===== config.mk =====
export PLATFORM = sky130hd
export DESIGN_NAME = alu_share_arbiter_flat
export DESIGN_NICKNAME = d
export VERILOG_FILES = /design/src/rtl/alu_share_arbiter_if.sv /design/src/rtl/alu_share_arbiter.sv /design/src/flat_wrapper.sv
export SDC_FILE = /design/constraint.sdc
export NUM_CORES = 1
export LEC_CHECK = 0
export CORE_MARGIN = 2
export CORE_UTILIZATION = 30
export CTS_CLUSTER_DIAMETER = 120
export CTS_CLUSTER_SIZE = 8
export DETAILED_ROUTE_END_ITERATION = 10
export PLACE_DENSITY = 0.71
export REMOVE_ABC_BUFFERS = 1
export SKIP_CTS_REPAIR_TIMING = 1
export SKIP_LAST_GASP = 1
export SYNTH_ARGS = -nofsm -noshare
export SYNTH_HDL_FRONTEND = slang
export SYNTH_SLANG_ARGS = --single-unit

===== constraint.sdc =====
create_clock -name clk -period 1.6 [get_ports clk]
set_input_delay 0.16 -clock clk [delete_from_list [all_inputs] [get_ports clk]]
set_output_delay 0.16 -clock clk [all_outputs]
set_load 0.01 [all_outputs]

===== src/rtl/alu_share_arbiter_if.sv =====
// Signal bundle between the shared-ALU arbiter, its requesters and the ALU.
// The slave modport is the arbiter's view; the master modport is the surrounding system.
interface alu_share_arbiter_if #(
    parameter int NREQ = 4,
    parameter int IDW  = 2,
    parameter int W    = 7,
    parameter int OPW  = 3
);
    logic [NREQ-1:0]     req;
    logic [NREQ*W-1:0]   req_a;
    logic [NREQ*W-1:0]   req_b;
    logic [NREQ*OPW-1:0] req_op;
    logic [NREQ-1:0]     gnt;
    logic                busy;
    logic [W-1:0]        alu_a;
    logic [W-1:0]        alu_b;
    logic [OPW-1:0]      alu_op;
    logic                alu_en;
    logic [W-1:0]        alu_result;
    logic                alu_flag;
    logic                rsp_valid;
    logic [IDW-1:0]      rsp_id;
    logic [W-1:0]        rsp_result;
    logic                rsp_flag;

    modport slave (
        input  req, req_a, req_b, req_op, alu_result, alu_flag,
        output gnt, busy, alu_a, alu_b, alu_op, alu_en,
               rsp_valid, rsp_id, rsp_result, rsp_flag
    );

    modport master (
        output req, req_a, req_b, req_op, alu_result, alu_flag,
        input  gnt, busy, alu_a, alu_b, alu_op, alu_en,
               rsp_valid, rsp_id, rsp_result, rsp_flag
    );
endinterface


===== src/rtl/alu_share_arbiter.sv =====
// Round-robin arbiter that time-shares one ALU among NREQ requesters and
// returns each captured result tagged with the requester id. All outputs registered.
module alu_share_arbiter #(
    parameter int NREQ    = 4,
    parameter int IDW     = 2,
    parameter int W       = 7,
    parameter int OPW     = 3,
    parameter int ALU_LAT = 1
) (
    input logic               clk,
    input logic               reset_n,
    alu_share_arbiter_if.slave bus
);
    localparam int CNTW = (ALU_LAT > 1) ? $clog2(ALU_LAT) : 1;

    typedef enum logic [1:0] {
        IDLE = 2'd0,
        EXEC = 2'd1,
        RESP = 2'd2
    } state_t;

    state_t          state_reg, state_next;
    logic [IDW-1:0]  last_reg, last_next;
    logic [CNTW-1:0] cnt_reg, cnt_next;
    logic [NREQ-1:0] gnt_reg, gnt_next;
    logic            busy_reg, busy_next;
    logic [W-1:0]    alu_a_reg, alu_a_next;
    logic [W-1:0]    alu_b_reg, alu_b_next;
    logic [OPW-1:0]  alu_op_reg, alu_op_next;
    logic            alu_en_reg, alu_en_next;
    logic            rsp_valid_reg, rsp_valid_next;
    logic [IDW-1:0]  rsp_id_reg, rsp_id_next;
    logic [W-1:0]    rsp_result_reg, rsp_result_next;
    logic            rsp_flag_reg, rsp_flag_next;

    logic [W-1:0]    a_slice  [NREQ];
    logic [W-1:0]    b_slice  [NREQ];
    logic [OPW-1:0]  op_slice [NREQ];
    logic [IDW-1:0]  cand_idx [NREQ];
    logic            any_req;
    logic [IDW-1:0]  win_id;

    // cand_idx[k] is the (k+1)-th requester after the last winner, wrapped mod NREQ.
    genvar gi;
    generate
        for (gi = 0; gi < NREQ; gi++) begin : g_slice
            logic [IDW:0] sum;
            assign a_slice[gi]  = bus.req_a[gi*W +: W];
            assign b_slice[gi]  = bus.req_b[gi*W +: W];
            assign op_slice[gi] = bus.req_op[gi*OPW +: OPW];
            assign sum          = {1'b0, last_reg} + (IDW+1)'(gi + 1);
            assign cand_idx[gi] = (sum >= (IDW+1)'(NREQ)) ? IDW'(sum - (IDW+1)'(NREQ))
                                                          : sum[IDW-1:0];
        end
    endgenerate

    always_comb begin
        any_req = 1'b0;
        win_id  = '0;
        for (int k = 0; k < NREQ; k++) begin
            if (!any_req && bus.req[cand_idx[k]]) begin
                any_req = 1'b1;
                win_id  = cand_idx[k];
            end
        end
    end

    always_comb begin
        state_next      = state_reg;
        last_next       = last_reg;
        cnt_next        = cnt_reg;
        gnt_next        = '0;
        alu_a_next      = '0;
        alu_b_next      = '0;
        alu_op_next     = '0;
        alu_en_next     = 1'b0;
        rsp_valid_next  = 1'b0;
        rsp_id_next     = rsp_id_reg;
        rsp_result_next = rsp_result_reg;
        rsp_flag_next   = rsp_flag_reg;

        case (state_reg)
            IDLE: begin
                if (any_req) begin
                    state_next       = EXEC;
                    last_next        = win_id;
                    cnt_next         = CNTW'(ALU_LAT - 1);
                    gnt_next[win_id] = 1'b1;
                    alu_a_next       = a_slice[win_id];
                    alu_b_next       = b_slice[win_id];
                    alu_op_next      = op_slice[win_id];
                    alu_en_next      = 1'b1;
                end
            end
            EXEC: begin
                if (cnt_reg == '0) begin
                    state_next      = RESP;
                    rsp_valid_next  = 1'b1;
                    rsp_id_next     = last_reg;
                    rsp_result_next = bus.alu_result;
                    rsp_flag_next   = bus.alu_flag;
                end else begin
                    // The ALU drive registers double as the operand capture registers.
                    cnt_next    = cnt_reg - 1'b1;
                    alu_a_next  = alu_a_reg;
                    alu_b_next  = alu_b_reg;
                    alu_op_next = alu_op_reg;
                    alu_en_next = 1'b1;
                end
            end
            RESP:    state_next = IDLE;
            default: state_next = IDLE;
        endcase

        busy_next = (state_next != IDLE);
    end

    always_ff @(posedge clk or negedge reset_n) begin
        if (!reset_n) begin
            state_reg      <= IDLE;
            last_reg       <= IDW'(NREQ - 1);
            cnt_reg        <= '0;
            gnt_reg        <= '0;
            busy_reg       <= 1'b0;
            alu_a_reg      <= '0;
            alu_b_reg      <= '0;
            alu_op_reg     <= '0;
            alu_en_reg     <= 1'b0;
            rsp_valid_reg  <= 1'b0;
            rsp_id_reg     <= '0;
            rsp_result_reg <= '0;
            rsp_flag_reg   <= 1'b0;
        end else begin
            state_reg      <= state_next;
            last_reg       <= last_next;
            cnt_reg        <= cnt_next;
            gnt_reg        <= gnt_next;
            busy_reg       <= busy_next;
            alu_a_reg      <= alu_a_next;
            alu_b_reg      <= alu_b_next;
            alu_op_reg     <= alu_op_next;
            alu_en_reg     <= alu_en_next;
            rsp_valid_reg  <= rsp_valid_next;
            rsp_id_reg     <= rsp_id_next;
            rsp_result_reg <= rsp_result_next;
            rsp_flag_reg   <= rsp_flag_next;
        end
    end

    assign bus.gnt        = gnt_reg;
    assign bus.busy       = busy_reg;
    assign bus.alu_a      = alu_a_reg;
    assign bus.alu_b      = alu_b_reg;
    assign bus.alu_op     = alu_op_reg;
    assign bus.alu_en     = alu_en_reg;
    assign bus.rsp_valid  = rsp_valid_reg;
    assign bus.rsp_id     = rsp_id_reg;
    assign bus.rsp_result = rsp_result_reg;
    assign bus.rsp_flag   = rsp_flag_reg;
endmodule


===== src/flat_wrapper.sv =====
// flat-port wrapper written by rule: the top's interface ports become plain ports
module alu_share_arbiter_flat 
#(
    parameter int NREQ    = 4,
    parameter int IDW     = 2,
    parameter int W       = 7,
    parameter int OPW     = 3,
    parameter int ALU_LAT = 1
)
  (clk, reset_n, bus_req, bus_req_a, bus_req_b, bus_req_op, bus_alu_result, bus_alu_flag, bus_gnt, bus_busy, bus_alu_a, bus_alu_b, bus_alu_op, bus_alu_en, bus_rsp_valid, bus_rsp_id, bus_rsp_result, bus_rsp_flag);
  alu_share_arbiter_if #(.NREQ(NREQ), .IDW(IDW), .W(W), .OPW(OPW)) bus_i ();
  input logic clk;
  input logic reset_n;
  input wire logic [$bits(bus_i.req)-1:0] bus_req;
  input wire logic [$bits(bus_i.req_a)-1:0] bus_req_a;
  input wire logic [$bits(bus_i.req_b)-1:0] bus_req_b;
  input wire logic [$bits(bus_i.req_op)-1:0] bus_req_op;
  input wire logic [$bits(bus_i.alu_result)-1:0] bus_alu_result;
  input wire logic [$bits(bus_i.alu_flag)-1:0] bus_alu_flag;
  output wire logic [$bits(bus_i.gnt)-1:0] bus_gnt;
  output wire logic [$bits(bus_i.busy)-1:0] bus_busy;
  output wire logic [$bits(bus_i.alu_a)-1:0] bus_alu_a;
  output wire logic [$bits(bus_i.alu_b)-1:0] bus_alu_b;
  output wire logic [$bits(bus_i.alu_op)-1:0] bus_alu_op;
  output wire logic [$bits(bus_i.alu_en)-1:0] bus_alu_en;
  output wire logic [$bits(bus_i.rsp_valid)-1:0] bus_rsp_valid;
  output wire logic [$bits(bus_i.rsp_id)-1:0] bus_rsp_id;
  output wire logic [$bits(bus_i.rsp_result)-1:0] bus_rsp_result;
  output wire logic [$bits(bus_i.rsp_flag)-1:0] bus_rsp_flag;
  assign bus_i.req = bus_req;
  assign bus_i.req_a = bus_req_a;
  assign bus_i.req_b = bus_req_b;
  assign bus_i.req_op = bus_req_op;
  assign bus_i.alu_result = bus_alu_result;
  assign bus_i.alu_flag = bus_alu_flag;
  assign bus_gnt = bus_i.gnt;
  assign bus_busy = bus_i.busy;
  assign bus_alu_a = bus_i.alu_a;
  assign bus_alu_b = bus_i.alu_b;
  assign bus_alu_op = bus_i.alu_op;
  assign bus_alu_en = bus_i.alu_en;
  assign bus_rsp_valid = bus_i.rsp_valid;
  assign bus_rsp_id = bus_i.rsp_id;
  assign bus_rsp_result = bus_i.rsp_result;
  assign bus_rsp_flag = bus_i.rsp_flag;
  alu_share_arbiter #(.NREQ(NREQ), .IDW(IDW), .W(W), .OPW(OPW), .ALU_LAT(ALU_LAT)) u_core (.clk(clk), .reset_n(reset_n), .bus(bus_i));
endmodule

# After elaboration in Yosys (flattened, before gate mapping)
# Index checks and enable logic that the tools add are counted.
[classes]
n_addsub = 9
order_cmp = 11
n_eq_ne = 3
mux = 52
n_bitwise = 2
reduce_logical = 13
[op_table]
columns = ["operator", "n"]
rows = [
  ["$mux W7", 7],
  ["$bmux W7 S2", 2],
  ["$pmux W7 S2", 2],
  ["$mux W2", 10],
  ["$ge A3 B3 Y1 const B", 5],
  ["$lt A2 B3 Y1 const B", 5],
  ["$mux W1", 15],
  ["$mux W3", 4],
  ["$bmux W1 S2", 4],
  ["$mux W4", 2],
  ["$sub A2 B1 Y2 const B", 4],
  ["$add A2 B2 Y3 const B", 2],
  ["$bmux W3 S2", 1],
  ["$pmux W3 S2", 1],
  ["$reduce_and A2 Y1", 3],
  ["$logic_and A1 B1 Y1", 4],
  ["$pmux W1 S2", 2],
  ["$pmux W2 S2", 1],
  ["$reduce_bool A2 Y1", 2],
  ["$add A2 B1 Y3 const B", 1],
  ["$add A2 B3 Y3 const B", 1],
  ["$logic_not A1 Y1", 3],
  ["$not A2 Y3", 1],
  ["$demux W1 S2", 1],
  ["other kinds (7)", 7],
]
[word_totals]
reg_bits = 39
inputBits = 82
output_inout_bits = 34
word_cells = 103

# Depth between registers and ports, before layout
[depth]
ltp_word = 21
depth_mapped = 7
ltp_nobuf = 5

# Least setup slack after synthesis
# No wires, ideal clock.
[synth_path]
kind = "reg-to-reg"
startpoint = "register u_core.last_reg[0]"
endpoint = "register u_core.alu_a_reg[4], in the netlist u_core.bus.alu_a[4]"
setup_time_ps = 129
t_arrival_ps = 1510
required_time_ps = 1471
slack_ps = -39
stages_incl_launch_ff = 8
path_buffers = 2
synth_period_minus_slack_ps = 1639
cell_sequence = "dfstp_2 -> nand2b_1 -> a21oi_1 -> nor3_2 -> buf_6 -> buf_6 -> mux2i_1 -> o22ai_1"
[synth_via]
elab_chain_cells = 21
elab_cells_between_ends = 44
cone_classes = "add/sub: 8; order compare: 4; mux: 25; bitwise: 1; reduce/logical: 6"
[synth_rtl]
columns = ["item", "line_no", "text"]
rows = [
  ["start, declared", "alu_share_arbiter.sv:23", "logic [IDW-1:0] last_reg, last_next;"],
  ["start signal, assigned", "alu_share_arbiter.sv:121", "last_reg <= IDW'(NREQ - 1);"],
  ["start signal, assigned", "alu_share_arbiter.sv:135", "last_reg <= last_next;"],
  ["$add A2 B1 Y3", "alu_share_arbiter.sv:51", "assign sum = {1'b0, last_reg} + (IDW+1)'(gi + 1);"],
  ["$ge A3 B3 Y1 or $sub A2 B1 Y2 (tied branches)", "alu_share_arbiter.sv:52", "assign cand_idx[gi] = (sum >= (IDW+1)'(NREQ)) ? IDW'(sum - (IDW+1)'(NREQ))"],
  ["$mux W2", "alu_share_arbiter.sv:52", ""],
  ["$bmux W1 S2", "alu_share_arbiter.sv:61", "if (!any_req && bus.req[cand_idx[k]]) begin"],
  ["$mux W1 (not written as such)", "alu_share_arbiter.sv:61", ""],
  ["$mux W1", "alu_share_arbiter.sv:61", ""],
  ["$logic_not A1 Y1", "alu_share_arbiter.sv:61", ""],
  ["$logic_and A1 B1 Y1", "alu_share_arbiter.sv:61", ""],
  ["[5 not listed]", "-", ""],
  ["$logic_and A1 B1 Y1", "alu_share_arbiter.sv:61", ""],
  ["$mux W2", "alu_share_arbiter.sv:61", ""],
  ["$not A2 Y3 (not written as such)", "alu_share_arbiter.sv:89", "alu_a_next = a_slice[win_id];"],
  ["$bmux W7 S2", "alu_share_arbiter.sv:89", ""],
  ["$mux W7 (not written as such) (2 in a row)", "alu_share_arbiter.sv:89", ""],
  ["$mux W7 (*)", "alu_share_arbiter.sv:84", "if (any_req) begin"],
  ["$pmux W7 S2 (*)", "alu_share_arbiter.sv:82", "case (state_reg)"],
  ["net u_core.alu_a_next[4]", "alu_share_arbiter.sv:27", "logic [W-1:0] alu_a_reg, alu_a_next;"],
  ["end signal, assigned", "alu_share_arbiter.sv:139", "alu_a_reg <= alu_a_next;"],
  ["end, declared", "alu_share_arbiter.sv:27", ""],
]
# The timed path passes the listed nets; every way through them passes the cells marked *. The select of a mux whose other input is x is not followed.
# A chain may end at the register's enable or synchronous reset.

# Worst setup path in the final report
[layout_path]
startpoint = "register u_core.last_reg[0]"
endpoint = "register u_core.alu_a_reg[2], in the netlist u_core.bus.alu_a[2]"
# The elaborated chain is that of the path after synthesis.

==> metrics.md <==
| Metric | Value |
|---|---|
| CP required | 1.76 ns |
| Tcrit/Tclk final | 107.4% |
| Clock Pin Slew Worst Setup and Hold Paths | 0.07 ns |
| Final Total Pwr | 5325 uW |
| Mux share of post-synthesis cell area | 25.99% |
| Core ar. | about 5600 um^2 |
| Critical path arrival | about 1.9 ns |
| Yosys Warn Count | 0 |
| Reg2reg start | u_core.last_reg[0] |
| Switching share of total power | 31.33% |
| GP Congestion | 0.7312 |
| WS Path Type | reg -> reg |
| Chip Height | approximately 80 um |
| Register area | 928.4 um^2 |
| Initial Util | 31.27% |
| Slew @ Worst Pin | 0.4544 ns |
| Rel. slew slack | between 60 and 70% |
| P_int | 3656 uW |
| Max-cap viol count | 0 |
| Crit path from | u_core.last_reg[0] |
| CTS sink cnt | 37 |
| IO Pins | between 100 and 150 |
| CP endpoint kind | flip-flop |
| Non-filler instance count after layout | around 340 |
| Clock skew | 0.002446 ns |
| Drt pass-1 iters | 5 |
| Area contributors post-synth | dfrtp_1 50%, mux2i_1 20%, mux2_2 6.5% |
| Die X | ~80 um |
| Fin. max-slew vios | 0 |
| Initial DRC count | 47 |
| Average vias per placed instance | about 4.6 |
| Commonest non-fill, non-tap cells in the layout | 114 x clkdlybuf4s50_1, 35 x dfrtp_1, 29 x mux2i_1 |
| Average size of a mapped cell | 13.20 um^2 |
| Violated checks | setup timing |
| Gr ovfl total | 0 |
| Antenna Nets Post-Route | 0 |
| Leakage power | 0.001420 uW |
| WP buf/inv | 2 |
| Post-synthesis xor/xnor area fraction | 0% |
| Simple-gate share of the synthesized area | roughly 6.8% |
| I/O Buffers | 115 |
| Fmax | 581.8 MHz |
| Full die area | 6435 um^2 |
| Worst Setup Start Kind | flip-flop |
| Worst path top cell family by delay | flip-flops |
| Post-Route Utilization | ~59% |
| Status | finished, violations left |
| Vias post-DR | 1555 |
| # H-tree levels | 2 |
| Final Critical Period | 1.719 ns |
| Mapped cell area | between 1500 and 2000 um^2 |
| WL per Instance | 14.36 um |
| Worst skew pair latency | 0.28 ns |
| Post-detail-place hpwl | 3483 um |
| Total track usage | ~14% |
| Synth-to-Final Area Change | 90.02% |
| Post-Route WL | around 4800 um |
| Worst ir drop on vdd | 0.7040 mV |
| RSZ-0062 raised after global routing | true |
| Drt drc | 0 |
| TritonCTS clock tree | yes |
| Post-Synthesis Cells | approximately 130 |
| Register area share after synthesis | 53.27% |
| ANT cells | 0 |
| Adder-cell share of the synthesized area | 0% |
| CTS max path bufs | 2 |
| Layout cells sized above 1 | ~21% |
| Final hold violation count | 0 |
| Yosys top cell by area | dfrtp_1 |
| Vias in the first global route | 1489 |
| Largest family of logic cells by synthesized area | multiplexers |
| Placed Cells | about 320 |
| Multi-input gate area | 793.3 um^2 |
| Post-synth top area share | 50.25% |
| Unique masters post-synth | 23 |
| Crit-path max cell delay | approximately 0.54 ns |
| Clock buffer count from CTS | 5 |
| Area after DPL | 3048 um^2 |
| Initial antenna violation count | 0 |
| Final setup viols | 17 |
| Worst Path Max Fanout | 6 |
| CP cell instances | nand2b_4 > a21oi_4 > nor3_4 > buf_12 > clkbuf_16 > mux2i_1 > o22ai_1 |
| Clock group share of total power | approximately 15% |
| First-pass GRT wire length | a little under 7000 um |
| Sequential share of power | 28.5% |
| Setup Total Neg Slack | -1.464 ns |
| Compound-Gate Fraction of Synth Area | 9.978% |
| Logic pwr share | 56.3% |
| Hold Crit Class | in -> async |
| Largest net degree at the start of global routing | 38 |
| Yosys reg bits | 37 |
| CTS root buf | clkbuf_8 |
| Worst path slowest cell | dfstp_2 |
| Commonest non-fill, non-tap cell in the layout | clkdlybuf4s50_1 |
| Power Dens Cells | 1608 nW/um^2 |
| Filler instances | 483 |
| Design Area, Final | 3312 um^2 |
| Setup ws final | -0.1187 ns |
| Row cnt | 27 |
| NumNets Final | about 350 |
| P_sw | 1668 uW |
-- synthesized netlist by cell type --
library cell	instances
or2_2	1
o211ai_1	1
dfstp_2	2
nand2b_1	4
o22ai_2	4
o221ai_2	1
mux2_2	10
nor3_1	2
and3_1	1
o22ai_1	13
or3_4	1
nor2_1	4
inv_1	1
nand2_2	1
nor3_2	2
mux2i_1	34
o21ai_0	1
a21oi_1	3
nor2b_1	2
buf_2	4
buf_6	4
dfrtp_1	35
nor4_1	1
-- worst min-delay path: cells and delay by family --
kind	cells	cell delay [ns]
buf+inv	3	1.00
-- power groups by stage --
stage | sequential (uW) | combinational [uW] | clock [uW]
floorplan | 1690 | 1150 | 0
global placement | 1520 | 2660 | 0
detailed placement | 1530 | 2690 | 0
CTS | 1510 | 2700 | 839
global route | 1560 | 3220 | 877
finish | 1520 | 3000 | 812
-- layer usage --
metal / part of all wire [%] / track usage [%] / vias up
li1: - / - / 753
met1: 39 / 15.55 / 713
met2: 49 / 24.42 / 82
met3: 11 / 6.180 / 7
met4: 1.4 / 4.068 / 0
met5: 0 / 0 / -
-- cell type report --
| type | instances | share of cell area (%) |
|---|---|---|
| inverters | 1 | 0.1133 |
| multi-input cells | 86 | 23.95 |
| flip-flops and latches | 37 | 28.03 |
| well taps | 72 | 2.720 |
| clock inverters | 1 | 0.9067 |
| repair buffers | 133 | 41.67 |
| clock buffers | 7 | 2.607 |
-- worst paths after layout --
check                                           endpoint  slack [ns]  depth (start not counted)
min in group clk                u_core.bus.rsp_result[0]        0.50                          2
worst min-delay path                u_core.bus.rsp_id[1]        0.44                          3
worst max-delay path                 u_core.bus.alu_a[2]       -0.12                          7
worst min register to register       u_core.state_reg[0]        0.50                          1
max in group asynchronous             u_core.last_reg[0]        0.81                          3
worst max register to register       u_core.bus.alu_a[2]       -0.12                          7
-- stage by stage --
step,hold WS (ns),setup slack (ns)
2_1_floorplan,-0.1356,-1.703
3_3_place_gp,0.2350,-0.2227
3_5_place_dp,0.2390,-0.2682
4_1_cts,-0.06366,-0.1094
5_1_grt,0.4864,-0.1841
6_report,0.4439,-0.1187
-- logic make-up after synthesis --
family | Yosys count
AND/OR/NAND/NOR | 19
multiplexers | 44
flip-flops | 37
buffers and inverters | 9
AO/OA/AOI/OAI | 23
(Power assumes the default switching activity.)
